`config.mk`:
```
export PLATFORM = sky130hd
export DESIGN_NAME = ble_uart_core
export DESIGN_NICKNAME = d
export VERILOG_FILES = /design/src/rtl/ble_uart_core.sv
export SDC_FILE = /design/constraint.sdc
export NUM_CORES = 1
export LEC_CHECK = 0
export ABC_AREA = 1
export BUFFER_PORTS_ARGS = -buffer_cell sky130_fd_sc_hd__buf_4
export CORE_ASPECT_RATIO = 0.5
export CORE_UTILIZATION = 55
export DETAILED_ROUTE_END_ITERATION = 12
export GPL_ROUTABILITY_DRIVEN = 0
export PLACE_DENSITY = 0.81
export SLEW_MARGIN = 30
export SYNTH_ARGS = -nofsm -noshare
export SYNTH_HDL_FRONTEND = slang
export SYNTH_SLANG_ARGS = --single-unit
```
`constraint.sdc`:
```
create_clock -name clk -period 3.1 [get_ports clk]
set_input_delay 0.465 -clock clk [delete_from_list [all_inputs] [get_ports clk]]
set_output_delay 0.465 -clock clk [all_outputs]
set_load 0.03 [all_outputs]
```
`src/rtl/ble_uart_core.sv`:
```
// FIFO-buffered 8N1 UART transceiver driving the BLE module serial pins.
// Holds the TX/RX byte FIFOs, both bit engines, the input synchronisers and the sticky error flag.
module ble_uart_core #(
   parameter int unsigned BAUD_DIV   = 434,
   parameter int unsigned FIFO_DEPTH = 16
) (
   input  logic       clk,
   input  logic       rst,
   input  logic       uart_enable,
   output logic       uart_status,
   input  logic       write,
   input  logic [7:0] write_data,
   output logic       write_full,
   input  logic       read,
   output logic [7:0] read_data,
   output logic       read_empty,
   output logic       irq,
   output logic       error,
   input  logic       uart_rx,
   output logic       uart_tx,
   input  logic       ble_state
);
   localparam int unsigned AW = (FIFO_DEPTH > 1) ? $clog2(FIFO_DEPTH) : 1;
   localparam int unsigned CW = AW + 1;
   localparam logic [15:0]   BIT_LAST  = 16'(BAUD_DIV - 1);
   localparam logic [15:0]   HALF_LAST = 16'(BAUD_DIV / 2 - 1);
   localparam logic [CW-1:0] DEPTH     = CW'(FIFO_DEPTH);

   typedef enum logic [1:0] {S_IDLE, S_START, S_DATA, S_STOP} state_t;

   logic          rx_s1_q, rx_s2_q, rx_prev_q, st_s1_q, st_s2_q;

   state_t        tx_state_q, tx_state_d;
   logic [15:0]   tx_cnt_q, tx_cnt_d;
   logic [2:0]    tx_idx_q, tx_idx_d;
   logic [7:0]    tx_sh_q, tx_sh_d;
   logic          tx_line_q, tx_line_d;
   logic [7:0]    tx_mem_q [FIFO_DEPTH];
   logic [AW-1:0] txf_wr_q, txf_wr_d, txf_rd_q, txf_rd_d;
   logic [CW-1:0] txf_cnt_q, txf_cnt_d;
   logic          txf_full_q, txf_full_d;
   logic          tx_push, tx_pop;

   state_t        rx_state_q, rx_state_d;
   logic [15:0]   rx_cnt_q, rx_cnt_d;
   logic [2:0]    rx_idx_q, rx_idx_d;
   logic [7:0]    rx_sh_q, rx_sh_d;
   logic [7:0]    rx_mem_q [FIFO_DEPTH];
   logic [AW-1:0] rxf_wr_q, rxf_wr_d, rxf_rd_q, rxf_rd_d;
   logic [CW-1:0] rxf_cnt_q, rxf_cnt_d;
   logic          rxf_empty_q, rxf_empty_d;
   logic          rx_push, rx_pop;

   logic [7:0]    rd_data_q, rd_data_d;
   logic          irq_q, irq_d;
   logic          err_q, err_d;

   always_comb begin
      tx_state_d  = tx_state_q;
      tx_cnt_d    = tx_cnt_q;
      tx_idx_d    = tx_idx_q;
      tx_sh_d     = tx_sh_q;
      tx_line_d   = tx_line_q;
      txf_wr_d    = txf_wr_q;
      txf_rd_d    = txf_rd_q;
      txf_cnt_d   = txf_cnt_q;
      txf_full_d  = txf_full_q;
      rx_state_d  = rx_state_q;
      rx_cnt_d    = rx_cnt_q;
      rx_idx_d    = rx_idx_q;
      rx_sh_d     = rx_sh_q;
      rxf_wr_d    = rxf_wr_q;
      rxf_rd_d    = rxf_rd_q;
      rxf_cnt_d   = rxf_cnt_q;
      rxf_empty_d = rxf_empty_q;
      rd_data_d   = rd_data_q;
      irq_d       = 1'b0;
      err_d       = err_q;
      tx_push     = 1'b0;
      tx_pop      = 1'b0;
      rx_push     = 1'b0;
      rx_pop      = 1'b0;

      if (!uart_enable) begin
         tx_state_d  = S_IDLE;
         tx_cnt_d    = '0;
         tx_idx_d    = '0;
         tx_line_d   = 1'b1;
         txf_wr_d    = '0;
         txf_rd_d    = '0;
         txf_cnt_d   = '0;
         txf_full_d  = 1'b0;
         rx_state_d  = S_IDLE;
         rx_cnt_d    = '0;
         rx_idx_d    = '0;
         rxf_wr_d    = '0;
         rxf_rd_d    = '0;
         rxf_cnt_d   = '0;
         rxf_empty_d = 1'b1;
         err_d       = 1'b0;
      end else begin
         tx_push = write && !txf_full_q;
         case (tx_state_q)
            S_IDLE: tx_pop = (txf_cnt_q != '0);
            S_START: begin
               tx_cnt_d = tx_cnt_q + 16'd1;
               if (tx_cnt_q == BIT_LAST) begin
                  tx_state_d = S_DATA;
                  tx_cnt_d   = '0;
                  tx_idx_d   = '0;
                  tx_line_d  = tx_sh_q[0];
               end
            end
            S_DATA: begin
               tx_cnt_d = tx_cnt_q + 16'd1;
               if (tx_cnt_q == BIT_LAST) begin
                  tx_cnt_d = '0;
                  if (tx_idx_q == 3'd7) begin
                     tx_state_d = S_STOP;
                     tx_line_d  = 1'b1;
                  end else begin
                     tx_idx_d  = tx_idx_q + 3'd1;
                     tx_sh_d   = {1'b0, tx_sh_q[7:1]};
                     tx_line_d = tx_sh_q[1];
                  end
               end
            end
            default: begin
               tx_cnt_d = tx_cnt_q + 16'd1;
               if (tx_cnt_q == BIT_LAST) begin
                  tx_state_d = S_IDLE;
                  tx_cnt_d   = '0;
                  // Reload straight from the end of STOP so queued frames run back-to-back.
                  tx_pop     = (txf_cnt_q != '0);
               end
            end
         endcase
         if (tx_pop) begin
            tx_state_d = S_START;
            tx_cnt_d   = '0;
            tx_line_d  = 1'b0;
            tx_sh_d    = tx_mem_q[txf_rd_q];
            txf_rd_d   = txf_rd_q + AW'(1);
         end
         if (tx_push) txf_wr_d = txf_wr_q + AW'(1);
         txf_cnt_d  = txf_cnt_q + CW'(tx_push) - CW'(tx_pop);
         txf_full_d = (txf_cnt_d == DEPTH);

         case (rx_state_q)
            S_IDLE: begin
               rx_cnt_d = '0;
               if (rx_prev_q && !rx_s2_q) rx_state_d = S_START;
            end
            S_START: begin
               rx_cnt_d = rx_cnt_q + 16'd1;
               if (rx_cnt_q == HALF_LAST) begin
                  rx_cnt_d   = '0;
                  rx_idx_d   = '0;
                  rx_state_d = rx_s2_q ? S_IDLE : S_DATA;
               end
            end
            S_DATA: begin
               rx_cnt_d = rx_cnt_q + 16'd1;
               if (rx_cnt_q == BIT_LAST) begin
                  rx_cnt_d = '0;
                  rx_sh_d  = {rx_s2_q, rx_sh_q[7:1]};
                  if (rx_idx_q == 3'd7) rx_state_d = S_STOP;
                  else                  rx_idx_d   = rx_idx_q + 3'd1;
               end
            end
            default: begin
               rx_cnt_d = rx_cnt_q + 16'd1;
               if (rx_cnt_q == BIT_LAST) begin
                  rx_state_d = S_IDLE;
                  rx_cnt_d   = '0;
                  if (!rx_s2_q || rxf_cnt_q == DEPTH) err_d = 1'b1;
                  else                                rx_push = 1'b1;
               end
            end
         endcase
         irq_d  = rx_push;
         rx_pop = read && !rxf_empty_q;
         if (rx_pop) begin
            rd_data_d = rx_mem_q[rxf_rd_q];
            rxf_rd_d  = rxf_rd_q + AW'(1);
         end
         if (rx_push) rxf_wr_d = rxf_wr_q + AW'(1);
         rxf_cnt_d   = rxf_cnt_q + CW'(rx_push) - CW'(rx_pop);
         rxf_empty_d = (rxf_cnt_d == '0);
      end
   end

   always_ff @(posedge clk) begin
      if (tx_push) tx_mem_q[txf_wr_q] <= write_data;
      if (rx_push) rx_mem_q[rxf_wr_q] <= rx_sh_q;
      tx_sh_q <= tx_sh_d;
      rx_sh_q <= rx_sh_d;
   end

   always_ff @(posedge clk) begin
      if (rst) begin
         rx_s1_q     <= 1'b1;
         rx_s2_q     <= 1'b1;
         rx_prev_q   <= 1'b1;
         st_s1_q     <= 1'b0;
         st_s2_q     <= 1'b0;
         tx_state_q  <= S_IDLE;
         tx_cnt_q    <= '0;
         tx_idx_q    <= '0;
         tx_line_q   <= 1'b1;
         txf_wr_q    <= '0;
         txf_rd_q    <= '0;
         txf_cnt_q   <= '0;
         txf_full_q  <= 1'b0;
         rx_state_q  <= S_IDLE;
         rx_cnt_q    <= '0;
         rx_idx_q    <= '0;
         rxf_wr_q    <= '0;
         rxf_rd_q    <= '0;
         rxf_cnt_q   <= '0;
         rxf_empty_q <= 1'b1;
         rd_data_q   <= '0;
         irq_q       <= 1'b0;
         err_q       <= 1'b0;
      end else begin
         rx_s1_q     <= uart_rx;
         rx_s2_q     <= rx_s1_q;
         rx_prev_q   <= rx_s2_q;
         st_s1_q     <= ble_state;
         st_s2_q     <= st_s1_q;
         tx_state_q  <= tx_state_d;
         tx_cnt_q    <= tx_cnt_d;
         tx_idx_q    <= tx_idx_d;
         tx_line_q   <= tx_line_d;
         txf_wr_q    <= txf_wr_d;
         txf_rd_q    <= txf_rd_d;
         txf_cnt_q   <= txf_cnt_d;
         txf_full_q  <= txf_full_d;
         rx_state_q  <= rx_state_d;
         rx_cnt_q    <= rx_cnt_d;
         rx_idx_q    <= rx_idx_d;
         rxf_wr_q    <= rxf_wr_d;
         rxf_rd_q    <= rxf_rd_d;
         rxf_cnt_q   <= rxf_cnt_d;
         rxf_empty_q <= rxf_empty_d;
         rd_data_q   <= rd_data_d;
         irq_q       <= irq_d;
         err_q       <= err_d;
      end
   end

   assign uart_status = st_s2_q;
   assign uart_tx     = tx_line_q;
   assign write_full  = txf_full_q;
   assign read_empty  = rxf_empty_q;
   assign read_data   = rd_data_q;
   assign irq         = irq_q;
   assign error       = err_q;
endmodule

```
# After elaboration in Yosys (flattened, before gate mapping)
# Memories as Yosys holds them, arrays and structs flattened. A register that Yosys moved wholly into a read port is not among the register bits.
# Index checks and enable logic that the tools add are counted.
[totals]
mem_bits_ro = 0
register_bits = 94
ram_bits = 256
output_inout_bits = 14
in_bits = 15
n_memories = 2
elab_cells = 147
latch_bits = 0
[memory_table]
columns = ["memory", "depth", "width", "rd", "rd_ports_with_merged_regs", "write_ports", "line", "text"]
rows = [
  ["rx_mem_q", 16, 8, 1, 1, 1, "48", "logic [7:0] rx_mem_q [FIFO_DEPTH];"],
  ["tx_mem_q", 16, 8, 1, 1, 1, "38", "logic [7:0] tx_mem_q [FIFO_DEPTH];"],
]
[classes]
reduce_logical = 31
shifts = 0
mux = 49
n_addsub = 12
n_div = 0
eq_ne = 25
n_mul = 0
magnitude_cmp = 0
bitwise_logic = 3
[ops]
columns = ["cell", "n"]
rows = [
  ["$mux 16", 3],
  ["$add 16x1->16 const B", 2],
  ["$eq 16x9->1 const B", 2],
  ["$mux 8", 4],
  ["$pmux 16 s2", 1],
  ["$mux 2", 10],
  ["$ne 2x2->1 const B", 10],
  ["$mux 3", 6],
  ["$mux 1", 17],
  ["$add 4x1->4 const B", 4],
  ["$eq 16x8->1 const B", 1],
  ["$reduce_and 3->1", 5],
  ["$pmux 2 s3", 2],
  ["$pmux 3 s2", 2],
  ["$reduce_and 4->1", 3],
  ["$add 5x1->5", 2],
  ["$eq 5x5->1 const B", 2],
  ["$sub 5x1->5", 2],
  ["$ne 3x3->1 const B", 3],
  ["$mux 4", 2],
  ["$reduce_bool 2->1", 4],
  ["$add 3x1->3 const B", 2],
  ["$eq 3x3->1 const B", 2],
  ["$reduce_bool 3->1", 2],
  ["15 further kinds", 27],
]

# Logic depth before layout (Yosys ltp)
# Gate-level depths: netlist of the first run.
[depth]
word_depth = 9
ltp_mapped = 19
ltp_nobuf = 18

# Worst setup path before layout of the first run
# No wires, ideal clock.
[synth_path]
path_type = "register -> register"
from = "register tx_state_q[0]"
to = "register txf_full_q (netlist: write_full)"
period_less_slack_ps = 2546
arrival_time_ps = 2481
n_path_buf = 2
setup_time_ps = 64
path_stages_with_launch = 19
required_ps = 3036
slack_ps = 554
path_cell_list = "dfxtp_1 > inv_1 > ha_1 > buf_6 > nor2_1 > a31oi_1 > nand2_4 > clkinv_2 > buf_6 > nand2_2 > nand2_1 > ha_1 > fa_1 > nand2_1 > a21oi_1 > nor2_1 > xor2_1 > nand2_1 > nor2_1"
[synth_between]
elab_chain_len = 6
elab_cells_between_ends = 8
classes_between = "add/sub: 1; eq/ne: 3; mux: 2; reduce/logical: 2"
[synth_rtl]
columns = ["element", "line", "text"]
rows = [
  ["start: declaration", "33", "state_t tx_state_q, tx_state_d;"],
  ["start signal: assignment", "231", "tx_state_q <= tx_state_d;"],
  ["$eq 2x2->1 / $eq 2x1->1 (equally long branches)", "103", "case (tx_state_q)"],
  ["$reduce_or 2->1 (no source line)", "n/a", ""],
  ["$pmux 1 s2 *", "103", ""],
  ["$mux 1 *", "84", "if (!uart_enable) begin"],
  ["$sub 5x1->5 *", "146", "txf_cnt_d = txf_cnt_q + CW'(tx_push) - CW'(tx_pop);"],
  ["$eq 5x5->1 *", "147", "txf_full_d = (txf_cnt_d == DEPTH);"],
  ["end signal: assignment", "238", "txf_full_q <= txf_full_d;"],
  ["end: declaration", "41", "logic txf_full_q, txf_full_d;"],
]
# Every way passes the cells marked *; elsewhere a longest branch is shown, timed or not. The select of a mux whose other input is x is not followed.
# A chain may end at the register's enable or synchronous reset.

# Worst setup path in the final report of the first run
[layout_path]
from = "register rx_cnt_q[1]"
to = "register rxf_empty_q (netlist: read_empty)"
[layout_between]
elab_chain_len = 7
[layout_rtl]
columns = ["element", "line", "text"]
rows = [
  ["start: declaration", "45", "logic [15:0] rx_cnt_q, rx_cnt_d;"],
  ["start signal: assignment", "240", "rx_cnt_q <= rx_cnt_d;"],
  ["$eq 16x9->1", "173", "if (rx_cnt_q == BIT_LAST) begin"],
  ["$mux 1", "173", ""],
  ["$mux 1", "149", "case (rx_state_q)"],
  ["$mux 1", "84", ""],
  ["$add 5x1->5", "188", "rxf_cnt_d = rxf_cnt_q + CW'(rx_push) - CW'(rx_pop);"],
  ["$sub 5x1->5", "188", ""],
  ["$logic_not 5->1", "189", "rxf_empty_d = (rxf_cnt_d == '0);"],
  ["end signal: assignment", "245", "rxf_empty_q <= rxf_empty_d;"],
  ["end: declaration", "51", "logic rxf_empty_q, rxf_empty_d;"],
]
# Every way passes these cells. The select of a mux whose other input is x is not followed.

==> flow_summary.toml, run 1 <==
[worst_setup_path]
critPathMaxStageDelay_ps = 410
worst_ep_required_time_ps = 3620
critical_path_class = "reg2reg"
worst_setup_sp_type = "flip-flop"
cp_max_fo = 6
crit_slowest_cell = "sky130_fd_sc_hd__fa_1"
crit_arrival_ps = 3330
critPathCaptureType = "flip-flop"
crit_path_cell_trace = "inv_1, ha_1, nand3_1, nor2_1, nand4_2, ha_1, inv_1, ha_1, inv_1, fa_1, o21ai_0, xor2_1, nand4_1, nand2_1"

[drt]
drt-total-wl_mm = 33.0
drt-initial-drc-count = 1118
route.antenna.remaining_nets = 0
count_of_vias_placed_by_the_detailed_router = 10700
firstDrtPassIters = 5
detail_route.drc_violations = 0
vias_per_cell = 5.59
wl_per_cell_microns = 17.2

[clocking]
post_cts_resize_count = 0
cts_htree_levels = 1
clkLatencyLatePin_ps = 580
clockRootBuffer = "sky130_fd_sc_hd__clkbuf_16"
cts_num_sinks = 362
cts_max_path_buffers = 3
postCtsSetupRepairBufs = 0
tritoncts = "yes"
tritoncts.num_buffers = 30
clkTransAtPathRegs_ps = 70
cts.hold.buffers_added = 0

[cells_and_area]
layout-drive-gt1-share_pct = 8.53
layout.core_utilization_pct = 62.9
p_r_area_growth_vs_syn_pct = 10.2
final_net_count = 1577
layout.cell_area.non_filler_sq_um = 17000
antenna_cells = 0
num-fill-cells = 2083

[synth]
async_set_or_reset_flop_fraction_in_the_synthesized_netlist_pct = 0
yosys-top-cells-area = "sky130_fd_sc_hd__edfxtp_1 53%, sky130_fd_sc_hd__dfxtp_1 12%, sky130_fd_sc_hd__nor2_1 8.1%, sky130_fd_sc_hd__o21ai_0 4.2%, sky130_fd_sc_hd__nand2_1 3.9%"
synthesis.area_sq_um = 15400
synth_enable_flop_cells = 272
synth.yosys.seq_area_share_pct = 64.6
synth_commonest_cells = "332 x sky130_fd_sc_hd__nor2_1, 272 x sky130_fd_sc_hd__edfxtp_1, 161 x sky130_fd_sc_hd__nand2_1, 129 x sky130_fd_sc_hd__o21ai_0, 118 x sky130_fd_sc_hd__nand3_1"
postSynth.topFlopCell = "sky130_fd_sc_hd__edfxtp_1"
synth.most_common_cell = "sky130_fd_sc_hd__nor2_1"
yosys.cell_types.count = 37
synth-warning-count = 0
syn_inst = 1495
synthesis.area_per_instance_sq_um = 10.3
ys_ff_latch = 362
synth.net_count = 1546
synth_top_area_share_pct = 52.9
synth.largest_area_cell = "sky130_fd_sc_hd__edfxtp_1"

[global_route]
grt_first_pass_wirelength_mm = 52.3
grt-ovfl-total = 0
grt_antenna_before_repair = 0
vias_in_the_first_global_route = 10300
maximum_number_of_pins_on_one_net_before_global_route_repair = 74
global_route.usage.total_pct = 23.3

[floorplanning]
initial_utilization_pct = 57.1
total_i_o_pin_count = 29
dieWidth_microns = 239
dieArea_sq_um = 28800
die_height_microns = 120
core_region_area_sq_um = 27000
row_count = 42

[worst_hold_path]
timing.hold.worst.class = "in2reg"

[power]
max_vdd_drop_v = 0.000506
power_density_nw_per_um2 = 669
p_leak_nw = 6.05

[placed_design]
placedInstanceArea_sq_um = 16100
io_buffer_count = 28
hpwl_mm = 21.1

[sta]
setup_viol_count_final = 0
worst-slew-pin-transition_ps = 938
highest_achievable_clock_rate_ghz = 0.356
fin_tns_setup_ps = 0
rsz0062_at_grt = "false"
slew_headroom_pct = 37.5
fin_crit_sh_pct = 90.7
report.final.hold_viol_count = 0
period_minus_slack_ps = 2810
worst_clock_skew_ps = 12.6
final_max_slew_viol_count = 0

[run]
drv.max_cap_violation_count = 0

[outcome]
run_status = "finished clean"
-- per-layer routing --
layer  GRT usage (%)  vias to the layer above  wire, microns  share of wire, %
met4            7.17                        0            907               2.8
met5               0                        -              0                 0
li1                -                     5143              -                 -
met3            4.20                       77           2430               7.4
met1            31.3                     5130          14000                42
met2            38.8                      387          15600                47
-- cell usage in the layout (no fill, tap or decap), types with 2 or more instances in the layout --
cell type,instances
sky130_fd_sc_hd__nor2_1,332
sky130_fd_sc_hd__edfxtp_1,272
sky130_fd_sc_hd__nand2_1,161
sky130_fd_sc_hd__o21ai_0,129
sky130_fd_sc_hd__nand3_1,118
sky130_fd_sc_hd__inv_1,107
sky130_fd_sc_hd__dfxtp_1,88
sky130_fd_sc_hd__buf_4,56
sky130_fd_sc_hd__a21oi_1,35
sky130_fd_sc_hd__ha_1,34
sky130_fd_sc_hd__o211ai_1,31
sky130_fd_sc_hd__clkbuf_16,31
sky130_fd_sc_hd__nor3_1,26
sky130_fd_sc_hd__xor2_1,21
sky130_fd_sc_hd__nand4_1,13
sky130_fd_sc_hd__clkbuf_1,12
sky130_fd_sc_hd__nor2_2,11
sky130_fd_sc_hd__clkinv_1,9
sky130_fd_sc_hd__o21a_1,9
sky130_fd_sc_hd__nand2_2,6
sky130_fd_sc_hd__inv_2,5
sky130_fd_sc_hd__or2_2,5
sky130_fd_sc_hd__xnor2_1,4
sky130_fd_sc_hd__a31oi_1,3
sky130_fd_sc_hd__clkinv_2,3
sky130_fd_sc_hd__o21ai_1,3
sky130_fd_sc_hd__clkbuf_8,3
sky130_fd_sc_hd__nand3_2,2
sky130_fd_sc_hd__nor3b_1,2
sky130_fd_sc_hd__o22ai_1,2
sky130_fd_sc_hd__nor4_1,2
sky130_fd_sc_hd__fa_1,2
sky130_fd_sc_hd__dfxtp_2,2
-- worst paths after layout --
| path | from | endpoint | slack [ps] | cells past startpoint |
|---|---|---|---|---|
| max | rx_cnt_q[1] | read_empty | 290 | 14 |
| min | uart_rx | rx_s1_q | 90 | 2 |
| max reg2reg | rx_cnt_q[1] | read_empty | 290 | 14 |
| min reg2reg | rx_s1_q | rx_s2_q | 420 | 1 |
-- area by class of cell --
cell class / instances / area (sq um) / share of cell area [%]
clock buffers: 46 / 862 / 5.07
flip-flops and latches: 362 / 9970 / 58.7
repair buffers: 57 / 440 / 2.59
inverters: 120 / 453 / 2.67
clock inverters: 8 / 67.6 / 0.398
well taps: 374 / 468 / 2.75
multi-input cells: 955 / 4730 / 27.8
-- through the flow --
| stage | hold WS [ps] | std cells | setup WS (ps) | power (mW) |
|---|---|---|---|---|
| floorplan | 388 | 1495 | 554 | 7.19 |
| global placement | 396 | 1868 | 464 | 7.64 |
| detailed placement | 404 | 1868 | 358 | 7.76 |
| CTS | 78.7 | 1922 | 323 | 11.4 |
| global route | 87.4 | 1922 | 59.1 | 11.9 |
| finish | 89.9 | 1922 | 287 | 11.4 |
-- report_power, final --
part	total (mW)	internal, mW	switching (mW)
Sequential	5.51	5.39	0.119
Combinational	2.19	0.713	1.48
Clock	3.67	1.99	1.67
-- critical path: cells and delay by family (launching register included) --
| kind | cells | cell delay (ps) |
|---|---|---|
| XOR/XNOR | 1 | 210 |
| adder cells (fa/ha/maj) | 4 | 1070 |
| AND/OR/NAND/NOR | 5 | 710 |
| flip-flops | 1 | 340 |
| buffers and inverters | 3 | 200 |
| AO/OA/AOI/OAI | 1 | 230 |
-- logic make-up after synthesis --
family / synth area share (%)
DFF: 64.6
adders and majority gates: 3.02
xor gates and xnor gates: 1.42
AOI/OAI and AO/OA: 7.57
and+or+nand+nor: 18.7
buffers and inverters: 4.71
-- sequential cells by signal, summed over array words and instances (netlist names), 2 cells and up, named ones only --
signal      flops
tx_cnt_q       16
rxf_cnt_q       5
rx_idx_q        3
rx_state_q      2
rx_cnt_q       16
rx_mem_q      128
txf_cnt_q       5
txf_rd_q        4
read_data       8
tx_sh_q         8
tx_idx_q        3
tx_state_q      2
rx_sh_q         8
txf_wr_q        4
rxf_rd_q        4
tx_mem_q      128
rxf_wr_q        4
Power figures use the tool's default switching activity.
==> run 2: changes to the inputs <==
--- a/config.mk
+++ b/config.mk
@@ -8,10 +8,10 @@
 export ABC_AREA = 1
 export BUFFER_PORTS_ARGS = -buffer_cell sky130_fd_sc_hd__buf_4
 export CORE_ASPECT_RATIO = 0.5
-export CORE_UTILIZATION = 55
+export CORE_UTILIZATION = 30
 export DETAILED_ROUTE_END_ITERATION = 12
 export GPL_ROUTABILITY_DRIVEN = 0
-export PLACE_DENSITY = 0.81
+export PLACE_DENSITY = 0.54
 export SLEW_MARGIN = 30
 export SYNTH_ARGS = -nofsm -noshare
 export SYNTH_HDL_FRONTEND = slang
==> run 2 against run 1 <==
Sequential power hardly changed. Largest cell class unchanged. Sequential share of layout area is 2.7 points lower. Clock power increased by 19%. Critical path type unchanged. Final cell count is 18% higher. Flip-flop and latch count unchanged. Worst hold slack better by 32 ps. Clock skew about the same. Total power up 5.7%. Final area rose by 4.8%. Setup slack improved by 140 ps.
==> flow_summary.toml, run 2 (synthesis results as in run 1) <==
[outcome]
run_status = "finished clean"

[worst_setup_path]
crit_arrival_ps = 3150
critical_path_class = "reg2reg"
timing.rr.start = "tx_cnt_q[1]"
crit_slowest_cell = "sky130_fd_sc_hd__fa_1"
worst_ep_required_time_ps = 3580
worst_setup_sp_type = "flip-flop"
crit_path_cell_trace = "inv_1, ha_1, nand3_1, nor2_2, nand2_2, nand2_2, nand2_4, inv_4, nand2_2, nand2_1, ha_1, fa_1, nand2_1, a21oi_1, nor2_1, xor2_1, nand2_1, nor2_1"
family_with_the_most_delay_on_the_worst_path = "simple AND/OR/NAND/NOR gates"
r2r-end = "write_full"
path_depth = 18
rr_worst_depth = 18
cp_max_fo = 18
rrSetupSlack_ps = 430
critical_path.n_buffers_inverters = 2
critPathCaptureType = "flip-flop"
critPathMaxStageDelay_ps = 410

[cells_and_area]
layout-drive-gt1-share_pct = 10.4
layout.cell_area.non_filler_sq_um = 17800
final_net_count = 1607
largest_regs = "rx_mem_q x128, tx_mem_q x128"
final_cell_mix = "332 x sky130_fd_sc_hd__nor2_1, 272 x sky130_fd_sc_hd__edfxtp_1, 161 x sky130_fd_sc_hd__nand2_1"
num-fill-cells = 5083
layout_commonest_cell = "sky130_fd_sc_hd__nor2_1"
p_r_area_growth_vs_syn_pct = 15.4
antenna_cells = 0
layoutNonFillerInstCount = 2275

[drt]
vias_per_cell = 4.60
detail_route.drc_violations = 0
wl_per_cell_microns = 15.8
firstDrtPassIters = 5
drt-initial-drc-count = 821
route.antenna.remaining_nets = 0
drt-total-wl_mm = 36.0
count_of_vias_placed_by_the_detailed_router = 10500

[sta]
final_max_slew_viol_count = 0
fin_crit_sh_pct = 86.2
setup_viol_count_final = 0
slew_headroom_pct = 43.4
period_minus_slack_ps = 2670
highest_achievable_clock_rate_ghz = 0.374
rsz0062_at_grt = "false"
worst_clock_skew_ps = 12.9
fin_tns_setup_ps = 0
worst-slew-pin-transition_ps = 846
report.final.hold_viol_count = 0

[clocking]
cts_htree_levels = 2
clkTransAtPathRegs_ps = 60
clockRootBuffer = "sky130_fd_sc_hd__clkbuf_16"
post_cts_resize_count = 0
tritoncts = "yes"
cts.hold.buffers_added = 0
tritoncts.num_buffers = 38
clkLatencyLatePin_ps = 530
cts_num_sinks = 362
cts_max_path_buffers = 3
postCtsSetupRepairBufs = 0

[global_route]
grt_first_pass_wirelength_mm = 56.5
vias_in_the_first_global_route = 10000
global_route.usage.total_pct = 13.8
grt_antenna_before_repair = 0
grt-ovfl-total = 0
maximum_number_of_pins_on_one_net_before_global_route_repair = 66

[floorplanning]
die_height_microns = 162
dieWidth_microns = 323
dieArea_sq_um = 52400
core_region_area_sq_um = 50500
total_i_o_pin_count = 29
row_count = 58
initial_utilization_pct = 30.5

[placed_design]
dp_cells = 2206
hpwl_mm = 22.3
placedInstanceArea_sq_um = 16600
io_buffer_count = 28

[power]
max_vdd_drop_v = 0.000343
power_density_nw_per_um2 = 675
p_leak_nw = 6.29

[worst_hold_path]
hold_end = "rx_s1_q"
hp-start = "uart_rx"
timing.hold.worst.class = "in2reg"
min_path_cells = 2

[run]
drv.max_cap_violation_count = 0
## run 2: per-stage QoR
step	power [mW]	util (%)	worst slack (ps)	hold slack (ps)
2_1_floorplan	7.19	-	554	388
3_3_place_gp	7.78	32.9	325	389
3_5_place_dp	7.78	32.9	288	397
4_1_cts	12.1	35.2	262	97.7
5_1_grt	12.6	35.2	147	111
6_report	12.0	35.2	428	122
## run 2: cell type report
cell class                 instances  area (sq um)  area share [%]
clock buffer                      54          1100            6.21
clock inverter                    15          71.3           0.401
inverter                         120           453            2.54
multi-input combinational        955          4730            26.6
sequential                       362          9970            56.0
tap                              690           863            4.85
timing repair buffer              79           606            3.40
## run 2: power by group
part / internal, mW / total [mW] / switching [mW]
sequential: 5.39 / 5.48 / 0.0915
clock: 2.48 / 4.35 / 1.87
combinational: 0.712 / 2.18 / 1.47
total: 8.59 / 12.0 / 3.43
## run 2: worst max path at each step
stage	startpoint	end	slack, ps
after floorplan	tx_state_q[0]	write_full	550
after global placement	tx_cnt_q[1]	write_full	320
after detailed placement	tx_cnt_q[1]	write_full	290
after CTS	tx_cnt_q[1]	write_full	260
after global routing	tx_cnt_q[1]	write_full	150
final	tx_cnt_q[1]	write_full	430
## run 2: layer usage
metal | up-vias | part of all wire [%] | GRT usage (%) | routed length (microns)
met5 | - | 0 | 0 | 0
met4 | 0 | 2.0 | 3.94 | 737
met3 | 54 | 3.7 | 2.29 | 1320
met2 | 156 | 47 | 22.8 | 17000
met1 | 5023 | 47 | 18.7 | 17000
li1 | 5226 | - | - | -
==> run 3: changes to the inputs <==
--- a/config.mk
+++ b/config.mk
@@ -12,7 +12,9 @@
 export DETAILED_ROUTE_END_ITERATION = 12
 export GPL_ROUTABILITY_DRIVEN = 0
 export PLACE_DENSITY = 0.54
+export RECOVER_POWER = 25
 export SLEW_MARGIN = 30
 export SYNTH_ARGS = -nofsm -noshare
 export SYNTH_HDL_FRONTEND = slang
 export SYNTH_SLANG_ARGS = --single-unit
+export TNS_END_PERCENT = 5
==> run 3 against run 2 <==
Maximum frequency about the same. Clock skew barely moved. Die area is the same. Final area decreased by 0.19%. Critical path type unchanged. Routed wire length fell by 0.30%. Largest power group unchanged. Global-route usage is the same. Largest cell class unchanged.
==> flow_summary.toml, run 3 (synthesis results as in run 1) <==
[global_route]
grt_use_met3_pct = 2.29
grt.met2_usage_pct = 22.8
top_usage_layer = "met2"
grt-ovfl-total = 0
global_route.usage.total_pct = 13.8
globalRouteMet1Util_pct = 18.7
grt_first_pass_wirelength_mm = 56.5
vias_in_the_first_global_route = 10000
grt_antenna_before_repair = 0
maximum_number_of_pins_on_one_net_before_global_route_repair = 66

[drt]
detail_route.drc_violations = 0
drt-total-wl_mm = 35.9
count_of_vias_placed_by_the_detailed_router = 10500
vias_per_cell = 4.60
drt-initial-drc-count = 804
route.antenna.remaining_nets = 0
firstDrtPassIters = 5
wl_per_cell_microns = 15.8

[clocking]
clockRootBuffer = "sky130_fd_sc_hd__clkbuf_16"
tritoncts.num_buffers = 38
cts_htree_levels = 2
cts.hold.buffers_added = 0
cts_num_sinks = 362
clkLatencyLatePin_ps = 530
post_cts_resize_count = 0
postCtsSetupRepairBufs = 0
clkTransAtPathRegs_ps = 60
tritoncts = "yes"
cts_max_path_buffers = 3

[sta]
rsz0062_at_grt = "false"
period_minus_slack_ps = 2670
setup_viol_count_final = 0
final_max_slew_viol_count = 0
worst-slew-pin-transition_ps = 934
fin_tns_setup_ps = 0
slew_headroom_pct = 37.7
report.final.hold_viol_count = 0
worst_clock_skew_ps = 12.8
fin_crit_sh_pct = 86.1
highest_achievable_clock_rate_ghz = 0.375

[power]
power_density_nw_per_um2 = 676
p_leak_nw = 6.26
max_vdd_drop_v = 0.000342

[cells_and_area]
layout-drive-gt1-share_pct = 9.84
final_cell_mix = "332 x sky130_fd_sc_hd__nor2_1, 272 x sky130_fd_sc_hd__edfxtp_1, 161 x sky130_fd_sc_hd__nand2_1"
num-fill-cells = 5091
final_net_count = 1607
antenna_cells = 0
layout_commonest_cell = "sky130_fd_sc_hd__nor2_1"
layout.core_utilization_pct = 35.2
largest_regs = "rx_mem_q x128, tx_mem_q x128"
area_of_the_multi_input_gates_sq_um = 4730
p_r_area_growth_vs_syn_pct = 15.2
layout.area.seq_sq_um = 9970

[floorplanning]
core_region_area_sq_um = 50500
die_height_microns = 162
row_count = 58
dieWidth_microns = 323
total_i_o_pin_count = 29
dieArea_sq_um = 52400
initial_utilization_pct = 30.5

[worst_setup_path]
crit_arrival_ps = 3150
critical_path_class = "reg2reg"
worst_setup_sp_type = "flip-flop"
critPathCaptureType = "flip-flop"
worst_ep_required_time_ps = 3580
cp_max_fo = 18

[worst_hold_path]
timing.hold.worst.class = "in2reg"

[run]
drv.max_cap_violation_count = 0

[placed_design]
hpwl_mm = 22.3
io_buffer_count = 28

[outcome]
run_status = "finished clean"
[run 3: metal layers]
layer	wire length [microns]	vias to the layer above
li1	-	5228
met1	16700	5002
met2	16900	172
met3	1540	54
met4	736	0
met5	0	-
[run 3: worst max-delay path, stage by stage, from the launching register on]
cell and delay, ps:
sky130_fd_sc_hd__dfxtp_1 390, sky130_fd_sc_hd__inv_1 60, sky130_fd_sc_hd__ha_1 170, sky130_fd_sc_hd__nand3_1 90, sky130_fd_sc_hd__nor2_2 60, sky130_fd_sc_hd__nand2_2 100
sky130_fd_sc_hd__nand2_2 70, sky130_fd_sc_hd__nand2_4 190, sky130_fd_sc_hd__inv_4 110, sky130_fd_sc_hd__nand2_2 100, sky130_fd_sc_hd__nand2_1 60, sky130_fd_sc_hd__ha_1 200
sky130_fd_sc_hd__fa_1 410, sky130_fd_sc_hd__nand2_1 90, sky130_fd_sc_hd__a21oi_1 50, sky130_fd_sc_hd__nor2_1 100, sky130_fd_sc_hd__xor2_1 150, sky130_fd_sc_hd__nand2_1 80
sky130_fd_sc_hd__nor2_1 90
[run 3: per-stage QoR]
step	setup slack, ps	power (mW)	instances	cell area [sq um]	hold slack [ps]
CTS	262	12.1	2275	17800	97.7
finish	430	12.0	2275	17800	121
detailed placement	288	7.78	2206	16600	397
global route	147	12.6	2275	17800	111
global placement	325	7.78	2206	16600	389
floorplan	554	7.19	1495	15400	388
[run 3: final timing paths]
path                     from          end  slack [ps]  depth (start not counted)
setup / recovery  tx_cnt_q[1]   write_full         430                         18
hold / removal        uart_rx      rx_s1_q         120                          2
setup reg to reg  tx_cnt_q[1]   write_full         430                         18
hold reg to reg       st_s1_q  uart_status         400                          2
[run 3: power breakdown]
group	leakage [nW]	internal, mW	switching, mW
combinational	2.51	0.706	1.46
clock	0.567	2.48	1.87
sequential	3.18	5.39	0.0914
total	6.26	8.58	3.42
[run 3: cell type report]
class                           instances  area share, %
Tap cell                              690           4.86
Sequential cell                       362           56.1
Multi-Input combinational cell        955           26.6
Inverter                              120           2.55
Clock inverter                         15          0.401
Clock buffer                           54           6.22
Timing Repair Buffer                   79           3.22
